`src/rtl/fib_bcd_display_pkg.sv`:
```
// Shared types and 7-segment helpers for the Fibonacci result display path.
package fib_pkg;

    typedef enum logic [1:0] {
        IDLE  = 2'd0,
        SHIFT = 2'd1,
        DONE  = 2'd2
    } state_e;

    // Segment patterns, a..g in bit 0..6, active-high.
    localparam logic [6:0] SEG_0     = 7'h3F;
    localparam logic [6:0] SEG_1     = 7'h06;
    localparam logic [6:0] SEG_2     = 7'h5B;
    localparam logic [6:0] SEG_3     = 7'h4F;
    localparam logic [6:0] SEG_4     = 7'h66;
    localparam logic [6:0] SEG_5     = 7'h6D;
    localparam logic [6:0] SEG_6     = 7'h7D;
    localparam logic [6:0] SEG_7     = 7'h07;
    localparam logic [6:0] SEG_8     = 7'h7F;
    localparam logic [6:0] SEG_9     = 7'h6F;
    localparam logic [6:0] SEG_BLANK = 7'h00;

    function automatic logic [6:0] seg_decode(input logic [3:0] nibble);
        logic [6:0] seg;
        case (nibble)
            4'd0:    seg = SEG_0;
            4'd1:    seg = SEG_1;
            4'd2:    seg = SEG_2;
            4'd3:    seg = SEG_3;
            4'd4:    seg = SEG_4;
            4'd5:    seg = SEG_5;
            4'd6:    seg = SEG_6;
            4'd7:    seg = SEG_7;
            4'd8:    seg = SEG_8;
            4'd9:    seg = SEG_9;
            default: seg = SEG_BLANK;
        endcase
        return seg;
    endfunction

endpackage

```
`src/rtl/fib_bcd_display_bin2bcd_seq.sv`:
```
// Sequential double-dabble converter: one shift/add-3 step per clock.
module bin2bcd_seq
    import fib_pkg::*;
#(
    parameter int unsigned DATA_W = 8,
    parameter int unsigned DIGITS = 3
) (
    input  logic                  clk,
    input  logic                  rst_n,
    input  logic                  start_i,
    input  logic [DATA_W-1:0]     data_i,
    output logic [4*DIGITS-1:0]   bcd_o,
    output logic                  busy_o,
    output logic                  done_o,
    output logic                  dropped_o
);

    localparam int unsigned BCD_W = 4 * DIGITS;
    localparam int unsigned CNT_W = $clog2(DATA_W + 1);

    state_e             state_q;
    logic [DATA_W-1:0]  shift_q;
    logic [BCD_W-1:0]   scratch_q;
    logic [BCD_W-1:0]   adj_c;
    logic [CNT_W-1:0]   cnt_q;
    logic [BCD_W-1:0]   bcd_q;
    logic               busy_q;
    logic               done_q;
    logic               dropped_q;

    // Add-3 correction on every BCD nibble before the shift.
    always_comb begin
        adj_c = scratch_q;
        for (int i = 0; i < int'(DIGITS); i++) begin
            if (scratch_q[4*i +: 4] >= 4'd5) begin
                adj_c[4*i +: 4] = scratch_q[4*i +: 4] + 4'd3;
            end
        end
    end

    always_ff @(posedge clk or negedge rst_n) begin
        if (!rst_n) begin
            state_q   <= IDLE;
            shift_q   <= '0;
            scratch_q <= '0;
            cnt_q     <= '0;
            bcd_q     <= '0;
            busy_q    <= 1'b0;
            done_q    <= 1'b0;
            dropped_q <= 1'b0;
        end else begin
            done_q <= 1'b0;
            case (state_q)
                IDLE: begin
                    if (start_i) begin
                        shift_q   <= data_i;
                        scratch_q <= '0;
                        cnt_q     <= CNT_W'(DATA_W);
                        busy_q    <= 1'b1;
                        state_q   <= SHIFT;
                    end
                end
                SHIFT: begin
                    scratch_q <= {adj_c[BCD_W-2:0], shift_q[DATA_W-1]};
                    shift_q   <= {shift_q[DATA_W-2:0], 1'b0};
                    cnt_q     <= cnt_q - CNT_W'(1);
                    if (cnt_q == CNT_W'(1)) begin
                        state_q <= DONE;
                    end
                    if (start_i) begin
                        dropped_q <= 1'b1;
                    end
                end
                DONE: begin
                    bcd_q   <= scratch_q;
                    done_q  <= 1'b1;
                    busy_q  <= 1'b0;
                    state_q <= IDLE;
                    if (start_i) begin
                        dropped_q <= 1'b1;
                    end
                end
                default: begin
                    busy_q  <= 1'b0;
                    state_q <= IDLE;
                end
            endcase
        end
    end

    assign bcd_o     = bcd_q;
    assign busy_o    = busy_q;
    assign done_o    = done_q;
    assign dropped_o = dropped_q;

endmodule

```
`src/rtl/fib_bcd_display.sv`:
```
// Captures the Fibonacci result, converts it to BCD and scans it onto a
// multiplexed 7-segment display.
module fib_bcd_display
    import fib_pkg::*;
#(
    parameter int unsigned DATA_W   = 8,
    parameter int unsigned DIGITS   = 3,
    parameter int unsigned SCAN_DIV = 1024,
    parameter int unsigned BLANK_LZ = 1
) (
    input  logic                  clk,
    input  logic                  rst_n,
    input  logic                  ena,
    input  logic [DATA_W-1:0]     result_in,
    input  logic                  result_valid,
    output logic [4*DIGITS-1:0]   bcd_out,
    output logic                  conv_busy,
    output logic                  conv_done,
    output logic                  dropped,
    output logic [DIGITS-1:0]     digit_sel,
    output logic [6:0]            seg
);

    localparam int unsigned CNT_W = (SCAN_DIV > 1) ? $clog2(SCAN_DIV) : 1;
    localparam int unsigned IDX_W = (DIGITS > 1) ? $clog2(DIGITS) : 1;

    logic [4*DIGITS-1:0] bcd_w;
    logic [CNT_W-1:0]    cnt_q, cnt_d;
    logic [IDX_W-1:0]    idx_q, idx_d;
    logic [DIGITS-1:0]   digit_sel_q, digit_sel_d;
    logic [6:0]          seg_q, seg_d;
    logic [DIGITS-1:0]   blank_c;
    logic [3:0]          nib_c;
    logic                zero_above;

    // A disabled design must not start new conversions.
    bin2bcd_seq #(
        .DATA_W (DATA_W),
        .DIGITS (DIGITS)
    ) u_conv (
        .clk       (clk),
        .rst_n     (rst_n),
        .start_i   (result_valid & ena),
        .data_i    (result_in),
        .bcd_o     (bcd_w),
        .busy_o    (conv_busy),
        .done_o    (conv_done),
        .dropped_o (dropped)
    );

    // Scan timing: the counter and digit index only advance while enabled.
    always_comb begin
        cnt_d = cnt_q;
        idx_d = idx_q;
        if (ena) begin
            if (cnt_q == CNT_W'(SCAN_DIV - 1)) begin
                cnt_d = '0;
                idx_d = (idx_q == IDX_W'(DIGITS - 1)) ? '0 : idx_q + IDX_W'(1);
            end else begin
                cnt_d = cnt_q + CNT_W'(1);
            end
        end
    end

    // Digit i>0 is leading when it and every higher nibble are zero.
    always_comb begin
        blank_c    = '0;
        zero_above = 1'b1;
        for (int i = int'(DIGITS) - 1; i > 0; i--) begin
            zero_above = zero_above & (bcd_w[4*i +: 4] == 4'd0);
            blank_c[i] = zero_above & (BLANK_LZ != 0);
        end
    end

    always_comb begin
        nib_c = '0;
        for (int i = 0; i < int'(DIGITS); i++) begin
            if (idx_d == IDX_W'(i)) begin
                nib_c = bcd_w[4*i +: 4];
            end
        end
        digit_sel_d = DIGITS'(1) << idx_d;
        if (!ena || blank_c[idx_d]) begin
            seg_d = SEG_BLANK;
        end else begin
            seg_d = seg_decode(nib_c);
        end
    end

    always_ff @(posedge clk or negedge rst_n) begin
        if (!rst_n) begin
            cnt_q       <= '0;
            idx_q       <= '0;
            digit_sel_q <= DIGITS'(1);
            seg_q       <= SEG_0;
        end else begin
            cnt_q       <= cnt_d;
            idx_q       <= idx_d;
            digit_sel_q <= digit_sel_d;
            seg_q       <= seg_d;
        end
    end

    assign bcd_out   = bcd_w;
    assign digit_sel = digit_sel_q;
    assign seg       = seg_q;

endmodule
```
`config.mk`:
```
export PLATFORM = sky130hd
export DESIGN_NAME = fib_bcd_display
export DESIGN_NICKNAME = d
export VERILOG_FILES = /design/src/rtl/fib_bcd_display_pkg.sv /design/src/rtl/fib_bcd_display_bin2bcd_seq.sv /design/src/rtl/fib_bcd_display.sv
export SDC_FILE = /design/constraint.sdc
export NUM_CORES = 1
export LEC_CHECK = 0
export BUFFER_PORTS_ARGS = -buffer_cell sky130_fd_sc_hd__buf_4
export CAP_MARGIN = 20
export CORE_MARGIN = 2
export CORE_UTILIZATION = 52
export DETAILED_ROUTE_END_ITERATION = 10
export HOLD_SLACK_MARGIN = 0.12
export PLACE_DENSITY = 0.75
export SLEW_MARGIN = 20
export SYNTH_ARGS = -nofsm -noshare
export SYNTH_HDL_FRONTEND = slang
export SYNTH_SLANG_ARGS = --single-unit
```
`constraint.sdc`:
```
create_clock -name clk -period 2.4 [get_ports clk]
set_clock_uncertainty 0.1 [all_clocks]
set_input_delay 0.12 -clock clk [delete_from_list [all_inputs] [get_ports clk]]
set_output_delay 0.12 -clock clk [all_outputs]
set_load 0.05 [all_outputs]
```
==> metrics.log, run 1 <==
[metrics] outcome: completed
[metrics] power density normalized to cell area: between 900 and 1000 nW/um^2
[metrics] total clock buffers created by CTS: 9
[metrics] DRC: 0
[metrics] Leak Pwr: 1.89 nW
[metrics] pre-CTS WS: roughly 0.027 ns
[metrics] area delta synth->final: 23.0%
[metrics] number of warnings issued by yosys: 0
[metrics] GRT Resource Usage Total: 0.212
[metrics] wirelength, routed: around 6800 um
[metrics] end-of-flow core utilization: 0.668
[metrics] clock latency on the worst-skew pair: 0.34 ns
[metrics] most frequent standard cell in the layout excluding fill and tap cells: sky130_fd_sc_hd__dfrtp_1
[metrics] cell area after technology mapping: roughly 3200 um^2
[metrics] Net count, final: roughly 410
[metrics] placed inst area: 3620 um^2
[metrics] Die Width: 82.9 um
[metrics] number of nets produced by synthesis: 353
[metrics] Iter 0 DRT Violations: ~120
[metrics] class of the tightest hold or removal check: input port to async pin
[metrics] placement row count: 28
[metrics] total number of H-tree levels: 3
[metrics] met1 wire length: between 3000 and 4000 um
[metrics] multi-input gate area in the final layout: 1550 um^2
[metrics] Filler cells: ~470
[metrics] pin count of the biggest net entering global routing: 64
[metrics] Final min period: 2.36 ns
[metrics] antenna diode count: 0
[metrics] WL per Instance: between 10 and 15 um
[metrics] antenna violations before repair: 0
[metrics] endpoint type of the worst setup path: register
[metrics] Arrival @ worst endpoint: approximately 2.5 ns
[metrics] Congestion Overflow GR: 0
[metrics] WHS: 0.300 ns
[metrics] first-pass detailed-route iteration total: 5
[metrics] worst-case clock buffer depth: 2
[metrics] final hold violations: 0
[metrics] period utilisation layout: 0.983
[metrics] weighted congestion reported at the end of routability-driven placement: between 0.9 and 1
[metrics] commonest non-fill, non-tap cells in the layout: sky130_fd_sc_hd__dfrtp_1, sky130_fd_sc_hd__buf_4, sky130_fd_sc_hd__o21ai_0
[metrics] number of port buffers: 36
[metrics] number of enable-type register cells in the synthesized netlist: 0
[metrics] met2 routed WL: approximately 3400 um
[metrics] Tightest Pin Transition: around 0.8 ns
[metrics] CP startpoint kind: register
[metrics] starting density of the core: 0.543
[metrics] Core Footprint: ~6000 um^2
[metrics] largest fanout of any net on the critical path: 9
[metrics] detailed-route vias per instance: ~5.5
[metrics] DPL Wire Length: approximately 4600 um
[metrics] async set-or-reset flop fraction in the synthesized netlist: 1.00
[metrics] leading register cell type out of synthesis: sky130_fd_sc_hd__dfrtp_1
[metrics] IR drop worst, VDD: 591 uV
[metrics] overall die height: around 83 um
[metrics] Relative slew margins: 0.472
[metrics] maximum operating frequency: between 0.4 and 0.5 GHz
[metrics] synthesized netlist cell count: 324
[metrics] final instance area: 3980 um^2
[metrics] final cell count without fillers: around 460
[metrics] remaining antenna violation count: 0
[metrics] Worst EP required: 2.55 ns
[metrics] max layer used: met4
[metrics] post-synthesis area per instance: 9.98 um^2
[metrics] final number of setup-violating endpoints: 0
[metrics] startpoint-to-endpoint class of the critical path: register to register
[metrics] Register Area: about 1600 um^2
[metrics] CTS tree: yes
[metrics] Maximum Capacitance Violations: 0
[metrics] Placed Instances: approximately 430
[metrics] flip-flop and latch count after synthesis: 63
[metrics] total length of routed met3 wires: roughly 310 um
[metrics] sinks on the clock net: between 60 and 70
[metrics] sequential share of the synthesized area: 0.490
[metrics] die area: between 6000 and 7000 um^2
[metrics] ports placed on the boundary: 37
[metrics] proportion of layout cells with a drive suffix above 1: 0.245
[metrics] Root Buffer: sky130_fd_sc_hd__clkbuf_8
[metrics] total vias in the final route: 2558
[metrics] wire length of the first global-routing pass: 11800 um
[metrics] post-synthesis cell type count: between 40 and 50
[metrics] vias in the first global route: between 2000 and 3000
[metrics] PnR worst setup slack: approximately 0.041 ns
[metrics] clock-pin slew on the worst setup and hold paths: 0.07 ns
[metrics] fin. max-slew vios: 0
## power breakdown
| group | switching, mW | internal, mW | total, mW |
|---|---|---|---|
| combinational | 0.916 | 0.551 | 1.47 |
| sequential | 0.195 | 1.33 | 1.52 |
| clock | 0.400 | 0.532 | 0.931 |
## worst max-delay path: stages, from the launching register on
cell                      delay, ns
sky130_fd_sc_hd__dfrtp_1       0.41
sky130_fd_sc_hd__ha_2          0.22
sky130_fd_sc_hd__and4_4        0.21
sky130_fd_sc_hd__and3_4        0.20
sky130_fd_sc_hd__a221o_1       0.36
sky130_fd_sc_hd__nand3_2       0.12
sky130_fd_sc_hd__buf_4         0.13
sky130_fd_sc_hd__ha_1          0.14
sky130_fd_sc_hd__inv_1         0.04
sky130_fd_sc_hd__mux2i_1       0.21
sky130_fd_sc_hd__o22ai_1       0.13
## Yosys cell counts (3+ instances only)
master	count	area, um^2
sky130_fd_sc_hd__a21oi_1	16	80.1
sky130_fd_sc_hd__a221o_1	4	40.0
sky130_fd_sc_hd__buf_1	3	11.3
sky130_fd_sc_hd__clkbuf_1	7	26.3
sky130_fd_sc_hd__dfrtp_1	56	1400
sky130_fd_sc_hd__dfstp_2	7	184
sky130_fd_sc_hd__ha_1	17	213
sky130_fd_sc_hd__inv_1	19	71.3
sky130_fd_sc_hd__mux2_2	12	135
sky130_fd_sc_hd__mux2i_1	12	120
sky130_fd_sc_hd__nand2_1	35	131
sky130_fd_sc_hd__nand2b_1	4	25.0
sky130_fd_sc_hd__nand3_1	7	35.0
sky130_fd_sc_hd__nand3_2	3	30.0
sky130_fd_sc_hd__nand4_1	3	18.8
sky130_fd_sc_hd__nor2_1	23	86.3
sky130_fd_sc_hd__nor3_1	12	60.1
sky130_fd_sc_hd__o21ai_0	37	185
sky130_fd_sc_hd__o22ai_1	6	37.5
sky130_fd_sc_hd__xnor2_1	9	78.8
## timing repair
action / 4_1_cts / 5_1_grt
hold endpoints to repair: 71 / 0
setup endpoints to repair: 0 / 5
hold buffers: 12 / 0
resized for setup: 0 / 4
buffers inserted: 0 / 3
## cell families after synthesis
kind of cell,synth area share
xor gates and xnor gates,0.0298
buffers and inverters,0.0395
adders and majority gates,0.0689
and+or+nand+nor,0.151
AOI/OAI and AO/OA,0.142
DFF,0.490
muxes,0.0789
## area by class of cell
type	count	area share
timing repair buffer	60	0.121
tap	75	0.0236
inverter	19	0.0179
multi-input combinational	230	0.389
clock inverter	4	0.0113
sequential	63	0.399
clock buffer	12	0.0390
## state kept, by name, indices dropped and copies added, names as in the netlist
| signal | count |
|---|---|
| seg | 7 |
| u_conv.state_q | 2 |
| u_conv.cnt_q | 4 |
| u_conv.scratch_q | 12 |
| u_conv.bcd_o | 12 |
| u_conv.shift_q | 8 |
| u_conv.dropped_o | 1 |
| u_conv.busy_o | 1 |
| u_conv.done_o | 1 |
| idx_q | 2 |
| cnt_q | 10 |
| digit_sel | 3 |
## layer usage
metal | vias up | GRT usage
met5 | - | 0
met2 | 77 | 0.353
met3 | 4 | 0.0487
met4 | 0 | 0.0924
met1 | 1225 | 0.263
li1 | 1252 | -
## per-stage QoR
stage | setup TNS [ns] | total power, mW
after CTS | 0 | 3.92
after global placement | 0 | 2.91
after global routing | -0.0445 | 4.20
after floorplan | 0 | 2.53
after detailed placement | 0 | 2.96
final | 0 | 3.92
## path summary, 6_finish.rpt
path,slack (ns),end,start,cells past startpoint
min in group clk,0.39,u_conv.shift_q[4]$_DFFE_PN0P_,u_conv.shift_q[4]$_DFFE_PN0P_,2
min,0.30,cnt_q[9]$_DFFE_PN0P_,rst_n,2
max,0.04,seg[3]$_DFF_PN1_,cnt_q[1]$_DFFE_PN0P_,10
max reg2reg,0.04,seg[3]$_DFF_PN1_,cnt_q[1]$_DFFE_PN0P_,10
max in group asynchronous,1.37,u_conv.scratch_q[9]$_DFFE_PN0P_,rst_n,2
min reg2reg,0.39,u_conv.shift_q[4]$_DFFE_PN0P_,u_conv.shift_q[4]$_DFFE_PN0P_,2
(Power assumes the default switching activity.)
==> run 2, diff against run 1 <==
--- a/config.mk
+++ b/config.mk
@@ -7,7 +7,6 @@
 export LEC_CHECK = 0
 export BUFFER_PORTS_ARGS = -buffer_cell sky130_fd_sc_hd__buf_4
 export CAP_MARGIN = 20
-export CORE_MARGIN = 2
 export CORE_UTILIZATION = 52
 export DETAILED_ROUTE_END_ITERATION = 10
 export HOLD_SLACK_MARGIN = 0.12
==> constraint.sdc (replaced) <==
create_clock -name clk -period 2.4 [get_ports clk]
set_clock_uncertainty 0.1 [all_clocks]
set_input_delay 0.6 -clock clk [delete_from_list [all_inputs] [get_ports clk]]
set_output_delay 0.6 -clock clk [all_outputs]
set_load 0.05 [all_outputs]
==> metrics.log, run 2 (synthesized netlist as in run 1, its figures left out) <==
[metrics] largest stage delay on the critical path: 0.40 ns
[metrics] worst-case clock buffer depth: 2
[metrics] kind of cell adding the most delay to the critical path: simple AND/OR/NAND/NOR gates
[metrics] number of port buffers: 36
[metrics] met2 routed WL: approximately 3300 um
[metrics] Worst EP required: around 2.6 ns
[metrics] switching power summed over all nets: 1.51 mW
[metrics] clock latency on the worst-skew pair: ~0.34 ns
[metrics] Tightest Pin Transition: just under 0.8 ns
[metrics] Core Footprint: 5960 um^2
[metrics] weighted congestion reported at the end of routability-driven placement: approximately 0.9
[metrics] largest fanout of any net on the critical path: 10
[metrics] Iter 0 DRT Violations: roughly 150
[metrics] Relative slew margins: 0.473
[metrics] die area: between 6000 and 7000 um^2
[metrics] antenna diode count: 0
[metrics] Congestion Overflow GR: 0
[metrics] class of the tightest hold or removal check: input port to async pin
[metrics] count of cells along the worst register-to-register path: 10
[metrics] Filler cells: around 500
[metrics] portion of total power attributed to combinational logic: 0.371
[metrics] Arrival @ worst endpoint: between 2 and 2.5 ns
[metrics] Leak Pwr: 1.84 nW
[metrics] share of total power in sequential cells: 0.386
[metrics] worst path cell trace: ha_2, and4_4, and3_4, a221o_1, nand3_2, buf_6, ha_1, inv_1, mux2i_2, o22ai_1
[metrics] switching part of the total: 0.383
[metrics] Cell Int Power: between 2 and 2.5 mW
[metrics] final number of setup-violating endpoints: 0
[metrics] GRT Resource Usage Total: 0.231
[metrics] DPL Wire Length: approximately 4600 um
[metrics] total vias in the final route: roughly 2500
[metrics] Net count, final: just under 400
[metrics] commonest non-fill, non-tap cells in the layout: sky130_fd_sc_hd__dfrtp_1, sky130_fd_sc_hd__buf_4, sky130_fd_sc_hd__o21ai_0
[metrics] startpoint-to-endpoint class of the critical path: register to register
[metrics] area delta synth->final: 19.5%
[metrics] Die Width: 80.9 um
[metrics] proportion of layout cells with a drive suffix above 1: 0.251
[metrics] CTS tree: yes
[metrics] DRC: 0
[metrics] fin. max-slew vios: 0
[metrics] CP startpoint kind: register
[metrics] setup repair after global routing missed its margin: false
[metrics] most frequent standard cell in the layout excluding fill and tap cells: sky130_fd_sc_hd__dfrtp_1
[metrics] slowest cell on the critical path: sky130_fd_sc_hd__dfrtp_1
[metrics] endpoint type of the worst setup path: register
[metrics] crit path buf inv count: 2
[metrics] Root Buffer: sky130_fd_sc_hd__clkbuf_8
[metrics] power density normalized to cell area: roughly 1000 nW/um^2
[metrics] clock-pin slew on the worst setup and hold paths: 0.07 ns
[metrics] total number of H-tree levels: 3
[metrics] IR drop worst, VDD: about 800 uV
[metrics] WL per Instance: 14.8 um
[metrics] remaining antenna violation count: 0
[metrics] reg-to-reg critical path endpoint: seg[3]$_DFF_PN1_
[metrics] first-pass detailed-route iteration total: 4
[metrics] wire length of the first global-routing pass: 11300 um
[metrics] part of the total power dissipated in the clock network: 0.243
[metrics] met1 wire length: approximately 2900 um
[metrics] antenna violations before repair: 0
[metrics] period utilisation layout: 0.940
[metrics] pin count of the biggest net entering global routing: 64
[metrics] vias in the first global route: roughly 2500
[metrics] total length of routed met3 wires: about 350 um
[metrics] starting density of the core: 0.543
[metrics] ports placed on the boundary: 37
[metrics] sinks on the clock net: 63
[metrics] R2R Setup Slk: between 0.1 and 0.15 ns
[metrics] reg-to-reg startpoint: cnt_q[1]$_DFFE_PN0P_
[metrics] maximum operating frequency: 0.443 GHz
[metrics] overall die height: ~80 um
[metrics] max layer used: met4
[metrics] final hold violations: 0
[metrics] detailed-route vias per instance: approximately 5.6
[metrics] Setup TNS Final: 0 ns
[metrics] Maximum Capacitance Violations: 0
[metrics] Final min period: around 2.3 ns
[metrics] WHS: about 0.22 ns
[metrics] outcome: completed
[metrics] wirelength, routed: 6670 um
[metrics] total clock buffers created by CTS: 9
[metrics] placement row count: 28
==> run 2: cell types whose count changed in the layout (fill, tap and decap cells not counted), sizes merged <==
cell / change
buf: -2
clkbuf: +1
clkinv: -1
dlygate4sd3: -12
==> run 2: power by group through the flow <==
stage / clock network [mW] / registers, mW / logic [mW]
floorplan: 0 / 1.76 / 0.768
global placement: 0 / 1.53 / 1.39
detailed placement: 0 / 1.54 / 1.44
CTS: 0.974 / 1.52 / 1.46
global route: 1.02 / 1.55 / 1.61
finish: 0.958 / 1.52 / 1.46
==> run 2: final cells by class <==
type	instances	area, um^2	share of cell area
sequential	63	1590	0.410
multi-input combinational	230	1540	0.399
timing repair buffer	46	362	0.0936
clock buffer	13	169	0.0437
tap	75	93.8	0.0243
inverter	19	71.3	0.0185
clock inverter	3	40.0	0.0104
==> run 2: how the worst max path moves through the flow <==
| stage | start | depth (start not counted) | end |
|---|---|---|---|
| floorplan | cnt_q[0]$_DFFE_PN0P_ | 10 | seg[1]$_DFF_PN1_ |
| global placement | ena | 8 | seg[1]$_DFF_PN1_ |
| detailed placement | ena | 8 | seg[1]$_DFF_PN1_ |
| CTS | cnt_q[0]$_DFFE_PN0P_ | 10 | seg[0]$_DFF_PN1_ |
| global route | cnt_q[1]$_DFFE_PN0P_ | 9 | seg[1]$_DFF_PN1_ |
| finish | cnt_q[1]$_DFFE_PN0P_ | 10 | seg[3]$_DFF_PN1_ |
==> run 2: timing repair <==
action | 4_1_cts | 5_1_grt
setup buffers | 0 | 1
resized for setup | 0 | 5
endpoints found under the hold margin | 0 | 0
setup endpoints to repair | 0 | 7
hold buffers | 0 | 0
==> run 2: stage by stage <==
stage	utilization	worst slack, ns	instance area, um^2	cells	power [mW]
after floorplan	-	0.0409	3240	324	2.53
after global placement	0.609	0.0698	3630	432	2.92
after detailed placement	0.609	0.0355	3630	432	2.98
after CTS	0.645	0.0406	3840	448	3.96
after global routing	0.649	0.0160	3860	449	4.19
final	0.649	0.143	3860	449	3.94
==> run 2: metal layers <==
metal | vias to the layer above | global-route usage
met3 | 9 | 0.0449
li1 | 1227 | -
met2 | 76 | 0.384
met1 | 1219 | 0.286
met4 | 0 | 0.116
met5 | - | 0
==> run 3, diff against run 2 <==
--- a/config.mk
+++ b/config.mk
@@ -7,10 +7,9 @@
 export LEC_CHECK = 0
 export BUFFER_PORTS_ARGS = -buffer_cell sky130_fd_sc_hd__buf_4
 export CAP_MARGIN = 20
-export CORE_UTILIZATION = 52
+export CORE_UTILIZATION = 56
 export DETAILED_ROUTE_END_ITERATION = 10
-export HOLD_SLACK_MARGIN = 0.12
-export PLACE_DENSITY = 0.75
+export PLACE_DENSITY = 0.77
 export SLEW_MARGIN = 20
 export SYNTH_ARGS = -nofsm -noshare
 export SYNTH_HDL_FRONTEND = slang
==> constraint.sdc (replaced) <==
create_clock -name clk -period 2.55 [get_ports clk]
set_clock_uncertainty 0.1 [all_clocks]
set_input_delay 0.6375 -clock clk [delete_from_list [all_inputs] [get_ports clk]]
set_output_delay 0.6375 -clock clk [all_outputs]
set_load 0.05 [all_outputs]
==> metrics.log, run 3 (synthesized netlist as in run 1, its figures left out) <==
[metrics] outcome: completed
[metrics] clock latency on the worst-skew pair: 0.34 ns
[metrics] sinks on the clock net: 63
[metrics] Maximum Capacitance Violations: 0
[metrics] DPL Wire Length: about 4500 um
[metrics] post-cts resize count: 0
[metrics] Die Width: 78.0 um
[metrics] largest fanout of any net on the critical path: 5
[metrics] IR drop worst, VDD: 574 uV
[metrics] CP startpoint kind: register
[metrics] Register Area: 1590 um^2
[metrics] vias in the first global route: approximately 2500
[metrics] launch point of the critical path: cnt_q[0]$_DFFE_PN0P_
[metrics] first-pass detailed-route iteration total: 4
[metrics] Iter 0 DRT Violations: 211
[metrics] Arrival @ worst endpoint: 2.56 ns
[metrics] antenna diode count: 0
[metrics] class of the tightest hold or removal check: input port to async pin
[metrics] met2 demand-to-capacity share in global routing: 0.399
[metrics] Relative slew margins: 0.375
[metrics] fin. max-slew vios: 0
[metrics] overall die height: roughly 78 um
[metrics] multi-input gate area in the final layout: approximately 1500 um^2
[metrics] maximum operating frequency: approximately 0.42 GHz
[metrics] R2R Setup Slk: around 0.16 ns
[metrics] wirelength, routed: ~6400 um
[metrics] placed inst area: around 3600 um^2
[metrics] area delta synth->final: 18.0%
[metrics] Setup TNS Final: 0 ns
[metrics] die area: between 6000 and 7000 um^2
[metrics] weighted congestion reported at the end of routability-driven placement: 0.840
[metrics] end-of-flow core utilization: 0.688
[metrics] remaining antenna violation count: 0
[metrics] startpoint-to-endpoint class of the critical path: register to register
[metrics] total clock buffers created by CTS: 9
[metrics] worst-case clock buffer depth: 2
[metrics] global routing met1 resource utilization: 0.310
[metrics] reg-to-reg startpoint: cnt_q[0]$_DFFE_PN0P_
[metrics] post-CTS setup buffer count: 0
[metrics] GRT Resource Usage Total: 0.245
[metrics] ports placed on the boundary: 37
[metrics] total vias in the final route: roughly 2500
[metrics] clock-pin slew on the worst setup and hold paths: around 0.07 ns
[metrics] DRC: 0
[metrics] endpoint type of the worst setup path: register
[metrics] wire length of the first global-routing pass: 11500 um
[metrics] Leak Pwr: ~1.8 nW
[metrics] Root Buffer: sky130_fd_sc_hd__clkbuf_8
[metrics] reg-to-reg critical path endpoint: seg[1]$_DFF_PN1_
[metrics] WL per Instance: between 10 and 15 um
[metrics] number of hold buffers added after CTS: 0
[metrics] Net count, final: just under 400
[metrics] Tightest Pin Transition: 0.937 ns
[metrics] most frequent standard cell in the layout excluding fill and tap cells: sky130_fd_sc_hd__dfrtp_1
[metrics] total number of H-tree levels: 3
[metrics] antenna violations before repair: 0
[metrics] starting density of the core: 0.584
[metrics] period utilisation layout: 0.935
[metrics] GR Layer Usage met3: 0.0435
[metrics] setup repair after global routing missed its margin: false
[metrics] detailed-route vias per instance: about 5.6
[metrics] final hold violations: 0
[metrics] count of cells along the worst register-to-register path: 8
[metrics] final instance area: 3810 um^2
[metrics] global routing's busiest layer: met2
[metrics] Filler cells: 433
[metrics] power density normalized to cell area: approximately 960 nW/um^2
[metrics] proportion of layout cells with a drive suffix above 1: 0.233
[metrics] CTS tree: yes
[metrics] Congestion Overflow GR: 0
[metrics] commonest non-fill, non-tap cells in the layout: sky130_fd_sc_hd__dfrtp_1, sky130_fd_sc_hd__buf_4, sky130_fd_sc_hd__o21ai_0
[metrics] Core Footprint: about 5500 um^2
[metrics] Final min period: between 2 and 2.5 ns
[metrics] pin count of the biggest net entering global routing: 64
[metrics] final number of setup-violating endpoints: 0
[metrics] number of port buffers: 36
[metrics] placement row count: 27
[metrics] Worst EP required: between 2 and 3 ns
-- run 3: stage by stage --
stage | power, mW | worst slack (ns) | hold WS (ns) | cells
global route | 3.90 | 0.0108 | 0.335 | 445
CTS | 3.71 | 0.149 | 0.290 | 445
floorplan | 2.38 | 0.146 | 0.242 | 324
global placement | 2.73 | 0.149 | 0.352 | 429
detailed placement | 2.78 | 0.126 | 0.358 | 429
finish | 3.68 | 0.165 | 0.261 | 445
-- run 3: critical path: stages, from the launching register on --
cell and delay, ns:
sky130_fd_sc_hd__dfrtp_1 0.41, sky130_fd_sc_hd__ha_1 0.25, sky130_fd_sc_hd__and4_4 0.22, sky130_fd_sc_hd__a31oi_1 0.32, sky130_fd_sc_hd__a221o_1 0.22, sky130_fd_sc_hd__nand3_1 0.18
sky130_fd_sc_hd__ha_1 0.37, sky130_fd_sc_hd__o21ai_0 0.17, sky130_fd_sc_hd__a21oi_1 0.09
-- run 3: metal layers --
layer	up-vias	wire (um)
li1	1221	-
met1	1217	2830
met2	63	3230
met3	12	244
met4	0	130
met5	-	0
-- run 3: worst max path at each step --
stage	slack (ns)	cells past startpoint	end
global placement	0.15	10	seg[3]$_DFF_PN1_
global route	0.01	10	seg[3]$_DFF_PN1_
CTS	0.15	8	seg[1]$_DFF_PN1_
floorplan	0.15	10	seg[1]$_DFF_PN1_
finish	0.16	8	seg[1]$_DFF_PN1_
detailed placement	0.13	10	seg[3]$_DFF_PN1_
-- run 3: report_power, final --
| group | total (mW) | switching (mW) | internal, mW |
|---|---|---|---|
| Sequential | 1.43 | 0.183 | 1.25 |
| Clock | 0.925 | 0.376 | 0.548 |
| Combinational | 1.32 | 0.830 | 0.491 |
| Total | 3.68 | 1.39 | 2.29 |
-- run 3: area by class of cell --
class | count | share of cell area
clock buffer | 12 | 0.0354
sequential | 63 | 0.416
clock inverter | 4 | 0.0184
multi-input combinational | 230 | 0.400
inverter | 19 | 0.0187
timing repair buffer | 45 | 0.0886
tap | 72 | 0.0236
